$ cat src/rtl/bus_pkg.sv
// Shared constants and types for the bus fabric: default widths, master tags,
// and the slave address map.
package bus_pkg;

    localparam int unsigned BUS_AW       = 8;
    localparam int unsigned BUS_DW       = 32;
    localparam int unsigned BUS_SLV_LOG2 = 5;

    localparam logic [7:0] BUS_S0_BASE = 8'h00;
    localparam logic [7:0] BUS_S1_BASE = 8'h20;

    typedef logic [1:0] tag_t;

    localparam tag_t M0 = 2'd0;
    localparam tag_t M1 = 2'd1;
    localparam tag_t M2 = 2'd2;

endpackage

$ cat src/rtl/bus_addr_decoder.sv
// Address decoder for the two slave windows. Purely combinational.
//   addr     : winning master's address
//   active   : a valid transaction is on the bus this cycle
//   s0_sel   : address falls in slave 0's window (wins on overlap)
//   s1_sel   : address falls in slave 1's window
//   unmapped : active transaction that hits neither window
module bus_addr_decoder
    import bus_pkg::*;
#(
    parameter int unsigned     AW       = BUS_AW,
    parameter int unsigned     SLV_LOG2 = BUS_SLV_LOG2,
    parameter logic [AW-1:0]   S0_BASE  = AW'(BUS_S0_BASE),
    parameter logic [AW-1:0]   S1_BASE  = AW'(BUS_S1_BASE)
) (
    input  logic [AW-1:0] addr,
    input  logic          active,
    output logic          s0_sel,
    output logic          s1_sel,
    output logic          unmapped
);

    // Masking keeps only the window-select bits; the in-window offset is ignored.
    localparam logic [AW-1:0] HI_MASK = ~((AW'(1) << SLV_LOG2) - AW'(1));

    logic hit0;
    logic hit1;

    assign hit0 = (addr & HI_MASK) == (S0_BASE & HI_MASK);
    assign hit1 = (addr & HI_MASK) == (S1_BASE & HI_MASK);

    assign s0_sel   = active & hit0;
    assign s1_sel   = active & hit1 & ~hit0;
    assign unmapped = active & ~hit0 & ~hit1;

endmodule

$ cat src/rtl/bus_fabric.sv
// Bus fabric: routes the granted master's command to one of two slaves and
// returns registered read data, tagged back to the issuing master.
// Optional feature macro: BUS_FABRIC_ERR_EN (adds registered m_err output
// flagging unmapped accesses).
//   clk, reset_n                 : clock, synchronous active-low reset
//   mN_grant/valid/we/addr/wdata : per-master grant and command
//   s0_sel, s1_sel               : slave chip selects
//   s_we, s_addr, s_wdata        : muxed command to slaves
//   s0_rdata, s1_rdata           : slave read data (combinational on s_addr)
//   m_rdata                      : registered read data, shared by masters
//   mN_rvalid                    : read-return strobe for master N
//   m_err                        : unmapped-access flag (BUS_FABRIC_ERR_EN)
module bus_fabric
    import bus_pkg::*;
#(
    parameter int unsigned     AW       = BUS_AW,
    parameter int unsigned     DW       = BUS_DW,
    parameter logic [AW-1:0]   S0_BASE  = AW'(BUS_S0_BASE),
    parameter logic [AW-1:0]   S1_BASE  = AW'(BUS_S1_BASE),
    parameter int unsigned     SLV_LOG2 = BUS_SLV_LOG2
) (
    input  logic          clk,
    input  logic          reset_n,
    input  logic          m0_grant,
    input  logic          m0_valid,
    input  logic          m0_we,
    input  logic [AW-1:0] m0_addr,
    input  logic [DW-1:0] m0_wdata,
    input  logic          m1_grant,
    input  logic          m1_valid,
    input  logic          m1_we,
    input  logic [AW-1:0] m1_addr,
    input  logic [DW-1:0] m1_wdata,
    input  logic          m2_grant,
    input  logic          m2_valid,
    input  logic          m2_we,
    input  logic [AW-1:0] m2_addr,
    input  logic [DW-1:0] m2_wdata,
    output logic          s0_sel,
    output logic          s1_sel,
    output logic          s_we,
    output logic [AW-1:0] s_addr,
    output logic [DW-1:0] s_wdata,
    input  logic [DW-1:0] s0_rdata,
    input  logic [DW-1:0] s1_rdata,
    output logic [DW-1:0] m_rdata,
`ifdef BUS_FABRIC_ERR_EN
    output logic          m_err,
`endif
    output logic          m0_rvalid,
    output logic          m1_rvalid,
    output logic          m2_rvalid
);

    logic          win_found;
    tag_t          win_tag;
    logic          win_valid;
    logic          win_we;
    logic [AW-1:0] win_addr;
    logic [DW-1:0] win_wdata;

    logic          active;
    logic          unmapped;
    logic          read_fire;
    logic          ret_fire;
    logic [DW-1:0] rdata_sel;

    logic          rvalid_q;
    tag_t          tag_q;

    // Winner select: first asserted grant in priority order m0, m1, m2.
    always_comb begin
        win_found = 1'b0;
        win_tag   = M0;
        win_valid = 1'b0;
        win_we    = 1'b0;
        win_addr  = '0;
        win_wdata = '0;
        if (m0_grant) begin
            win_found = 1'b1;
            win_tag   = M0;
            win_valid = m0_valid;
            win_we    = m0_we;
            win_addr  = m0_addr;
            win_wdata = m0_wdata;
        end else if (m1_grant) begin
            win_found = 1'b1;
            win_tag   = M1;
            win_valid = m1_valid;
            win_we    = m1_we;
            win_addr  = m1_addr;
            win_wdata = m1_wdata;
        end else if (m2_grant) begin
            win_found = 1'b1;
            win_tag   = M2;
            win_valid = m2_valid;
            win_we    = m2_we;
            win_addr  = m2_addr;
            win_wdata = m2_wdata;
        end
    end

    assign s_we    = win_we;
    assign s_addr  = win_addr;
    assign s_wdata = win_wdata;

    // Folding reset_n in here keeps the selects low during reset.
    assign active = win_found & win_valid & reset_n;

    bus_addr_decoder #(
        .AW       (AW),
        .SLV_LOG2 (SLV_LOG2),
        .S0_BASE  (S0_BASE),
        .S1_BASE  (S1_BASE)
    ) u_decoder (
        .addr     (win_addr),
        .active   (active),
        .s0_sel   (s0_sel),
        .s1_sel   (s1_sel),
        .unmapped (unmapped)
    );

    assign rdata_sel = s0_sel ? s0_rdata : (s1_sel ? s1_rdata : '0);
    assign read_fire = active & ~win_we;

`ifdef BUS_FABRIC_ERR_EN
    // Unmapped writes also get a return strobe so the master sees the error.
    assign ret_fire = active & (~win_we | unmapped);
`else
    assign ret_fire = read_fire;
`endif

    // Return register: data, strobe and issuing-master tag.
    always_ff @(posedge clk) begin
        if (!reset_n) begin
            m_rdata  <= '0;
            rvalid_q <= 1'b0;
            tag_q    <= M0;
        end else begin
            rvalid_q <= ret_fire;
            if (ret_fire) begin
                tag_q <= win_tag;
            end
            if (read_fire) begin
                m_rdata <= rdata_sel;
            end
        end
    end

`ifdef BUS_FABRIC_ERR_EN
    // Error flag pulses alongside the return strobe of an unmapped access.
    always_ff @(posedge clk) begin
        if (!reset_n) begin
            m_err <= 1'b0;
        end else begin
            m_err <= unmapped;
        end
    end
`endif

    // Strobes decode from registered state only, so the tag set at issue time
    // decides the recipient regardless of the current grant.
    assign m0_rvalid = rvalid_q & (tag_q == M0);
    assign m1_rvalid = rvalid_q & (tag_q == M1);
    assign m2_rvalid = rvalid_q & (tag_q == M2);

endmodule
$ cat config.mk
export PLATFORM = sky130hd
export DESIGN_NAME = bus_fabric
export DESIGN_NICKNAME = d
export VERILOG_FILES = /design/src/rtl/bus_pkg.sv /design/src/rtl/bus_addr_decoder.sv /design/src/rtl/bus_fabric.sv
export SDC_FILE = /design/constraint.sdc
export NUM_CORES = 1
export LEC_CHECK = 0
export CORE_AREA = 2 2 106 108
export DETAILED_ROUTE_END_ITERATION = 8
export DIE_AREA = 0 0 108 110
export PLACE_DENSITY = 0.8
export SYNTH_ARGS = -nofsm -noshare
export SYNTH_HDL_FRONTEND = slang
export SYNTH_SLANG_ARGS = --single-unit
$ cat constraint.sdc
create_clock -name clk -period 2.5 [get_ports clk]
set_clock_uncertainty 0.1 [all_clocks]
set_input_delay 0.5 -clock clk [delete_from_list [all_inputs] [get_ports clk]]
set_output_delay 0.5 -clock clk [all_outputs]
set_load 0.02 [all_outputs]
==> flow_summary_export.csv <==
group,metric,value,unit
global_routing,grt_usage,18.5,%
die,coreArea,10700,um2
flow_run,max-cap-violations,0,
timing,fmax,409,MHz
global_routing,grt_pass1_vias,3418,
clock_tree,hold_buffers,0,
clock_tree,ctsLongestPathBuffers,2,
route,drc_errors,0,
worst_setup_path,worstPathRequired,1.90,ns
yosys,synth.area.top_cells,"dfxtp_1 28%, a221oi_2 18%, o21ai_0 14%, a22oi_1 11%, nand2_1 6.0%",
yosys,synth_top_cell_by_area,"dfxtp_1",
worst_setup_path,path_class,"in -> out",
power,peakVddDrop,201,uV
global_routing,grt_max_degree,47,
timing,rsz0062_at_grt,"false",
clock_tree,cts_buffers,5,
timing,finalCritPeriodShare,97.9,%
route,detail_route.first_pass.iterations,4,
power,power_density,348,nW/um2
die,pin_count,273,
timing,tightest_slew,0.530,ns
yosys,synth_top_area_share,27.5,%
timing,setup_slack,0.0525,ns
yosys,synth_top_family_by_area,"compound AO/OA/AOI/OAI gates",
placement,placed_area,5530,um2
yosys,synth_edf_count,0,
clock_tree,clkLatencyLatePin,0.28,ns
placement,hpwlAfterDp,9.84,mm
worst_setup_path,worstPathMaxFanout,14,
layout,nFillCells,949,
die,fp.dieW,108,um
placement,port_buffers,272,
yosys,synth_most_common_cell,"o21ai_0",
layout,areaGrowthSynthToFinish,125,%
clock_tree,cts_tree,"yes",
yosys,synthMuxAreaShare,0,%
yosys,yosysWarnings,0,
timing,hold_viol,0,
yosys,synthSimpleGateAreaFrac,16.3,%
timing,final_max_slew_viol_count,0,
layout,fin_util,53.5,%
worst_setup_path,cp.arrival,1.85,ns
route,routedWlPerCell,16.4,um
route,wirelength,12.0,mm
timing,max_slew_margin,64.7,%
route,drt_iter0_drc,143,
layout,drive_gt1_share,20.5,%
global_routing,antenna_found_initial,0,
yosys,synth_xor_area_share,0,%
die,die_area,11900,um2
die,rows,38,
route,drt.antenna.violating_nets,0,
timing,tns,0,ns
clock_tree,clk_pin_slew,0.06,ns
layout,final_nets,785,
die,dieHeight,110,um
yosys,synth_fa_ha_area_share,0,%
clock_tree,cts.root.buffer_cell,"clkbuf_8",
global_routing,grt_first_pass_wirelength,17.3,mm
die,start_util,23.8,%
layout,design_area,5730,um2
timing,hold_ws,0.376,ns
hold_path,hp-class,"reg -> reg",
route,via_per_inst,4.86,
worst_setup_path,cp-end-kind,"output pin",
timing,finalSetupViolCount,0,
yosys,synth_common_cells,"69 x o21ai_0, 41 x nand2_1, 37 x a22oi_1",
yosys,ys_types,33,
yosys,seq_area_frac_synth,27.5,%
yosys,ys_ff_latch,35,
worst_setup_path,cp-start-kind,"primary input",
yosys,syn_area,2550,um2
yosys,synth_cells,309,
placement,place_ws,-0.574,ns
clock_tree,cts_sinks,35,
yosys,syn_area_per_cell,8.24,um2
timing,fin_crit,2.45,ns
yosys,synth_compound_area_share,47.5,%
route,vias,3550,
placement,globalplace.congestion,0.827,
global_routing,grt_overflow,0,
power,power_leakage,2.31,nW
clock_tree,h-tree-depth,2,
yosys,synthFlopType,"dfxtp_1",
layout,n_antenna_cell,0,
yosys,syn_nets,504,
status,outcome,"complete, no violations",
yosys,synthArstFlopShare,0,%
final cells by class:
type | count | area [um2] | area share, %
clock buffer | 6 | 82.6 | 1.44
clock inverter | 2 | 16.3 | 0.284
sequential | 35 | 701 | 12.2
multi-input combinational | 238 | 1670 | 29.1
inverter | 2 | 12.5 | 0.218
tap | 140 | 175 | 3.06
timing repair buffer | 308 | 3080 | 53.7
critical path, stage by stage:
cell	delay (ns)
dlygate4sd2_1	0.26
nor2b_4	0.22
buf_4	0.14
buf_12	0.13
a22oi_1	0.07
o21ai_0	0.18
dlygate4sd1_1	0.34
power breakdown:
| group | internal, mW | leakage, nW | total, mW | switching, mW |
|---|---|---|---|---|
| combinational | 0.540 | 1.97 | 0.949 | 0.409 |
| sequential | 0.592 | 0.286 | 0.608 | 0.0163 |
| clock | 0.225 | 0.0474 | 0.434 | 0.209 |
| total | 1.36 | 2.31 | 1.99 | 0.635 |
placed cells by master, fill, tap and decap left out, types with 2 or more instances in the layout:
master	instances
a21boi_1	2
a21oi_2	2
a221oi_1	2
a221oi_2	30
a22oi_1	37
a2bb2oi_4	2
buf_12	8
buf_2	7
buf_4	30
clkbuf_2	4
clkbuf_8	6
clkdlybuf4s15_1	10
clkdlybuf4s15_2	18
clkdlybuf4s50_1	224
dfxtp_1	35
dlygate4sd2_1	2
dlymetal6s2s_1	2
nand2_1	41
nand3_1	2
nand3b_1	3
nor2_1	33
o21ai_0	63
o21ai_1	6
worst paths after layout:
path | startpoint | endpoint | slack, ns | depth (start not counted)
worst min-delay path | tag_q[1] | tag_q[1] | 0.38 | 2
worst max register to register | m_rdata[21] | m_rdata[21] | 1.73 | 2
worst max-delay path | m2_grant | s_wdata[17] | 0.05 | 7
worst min register to register | tag_q[1] | tag_q[1] | 0.38 | 2
metrics by stage:
stage,total power [mW],std cells
after floorplan,0.972,309
after global placement,1.56,717
after detailed placement,1.57,717
after CTS,2.00,728
after global routing,2.10,731
final,1.99,731
logic make-up after synthesis:
group / Yosys count
simple gates: 89
compound gates: 149
flops: 35
buf+inv: 36
sequential cells by signal, summed over array words and instances, names as in the netlist:
name	cells
rvalid_q	1
tag_q	2
m_rdata	32
per-layer routing:
layer  global-route usage [%]  vias to the layer above  share of wire [%]
met1                     21.1                     1612                 38
met4                     3.85                        0                1.2
met3                     3.29                       14                7.7
met5                        0                        -                  0
li1                         -                     1731                  -
met2                     36.0                      193                 53
timing repair:
| item | in CTS | in global routing |
|---|---|---|
| pin swaps | 2 | 3 |
| gates cloned | 1 | 0 |
| resized for setup | 151 | 21 |
| setup buffers | 2 | 3 |
| setup endpoints to repair | 63 | 44 |
| endpoints found under the hold margin | 0 | 0 |
No activity file was read; power rests on OpenSTA's default activity.
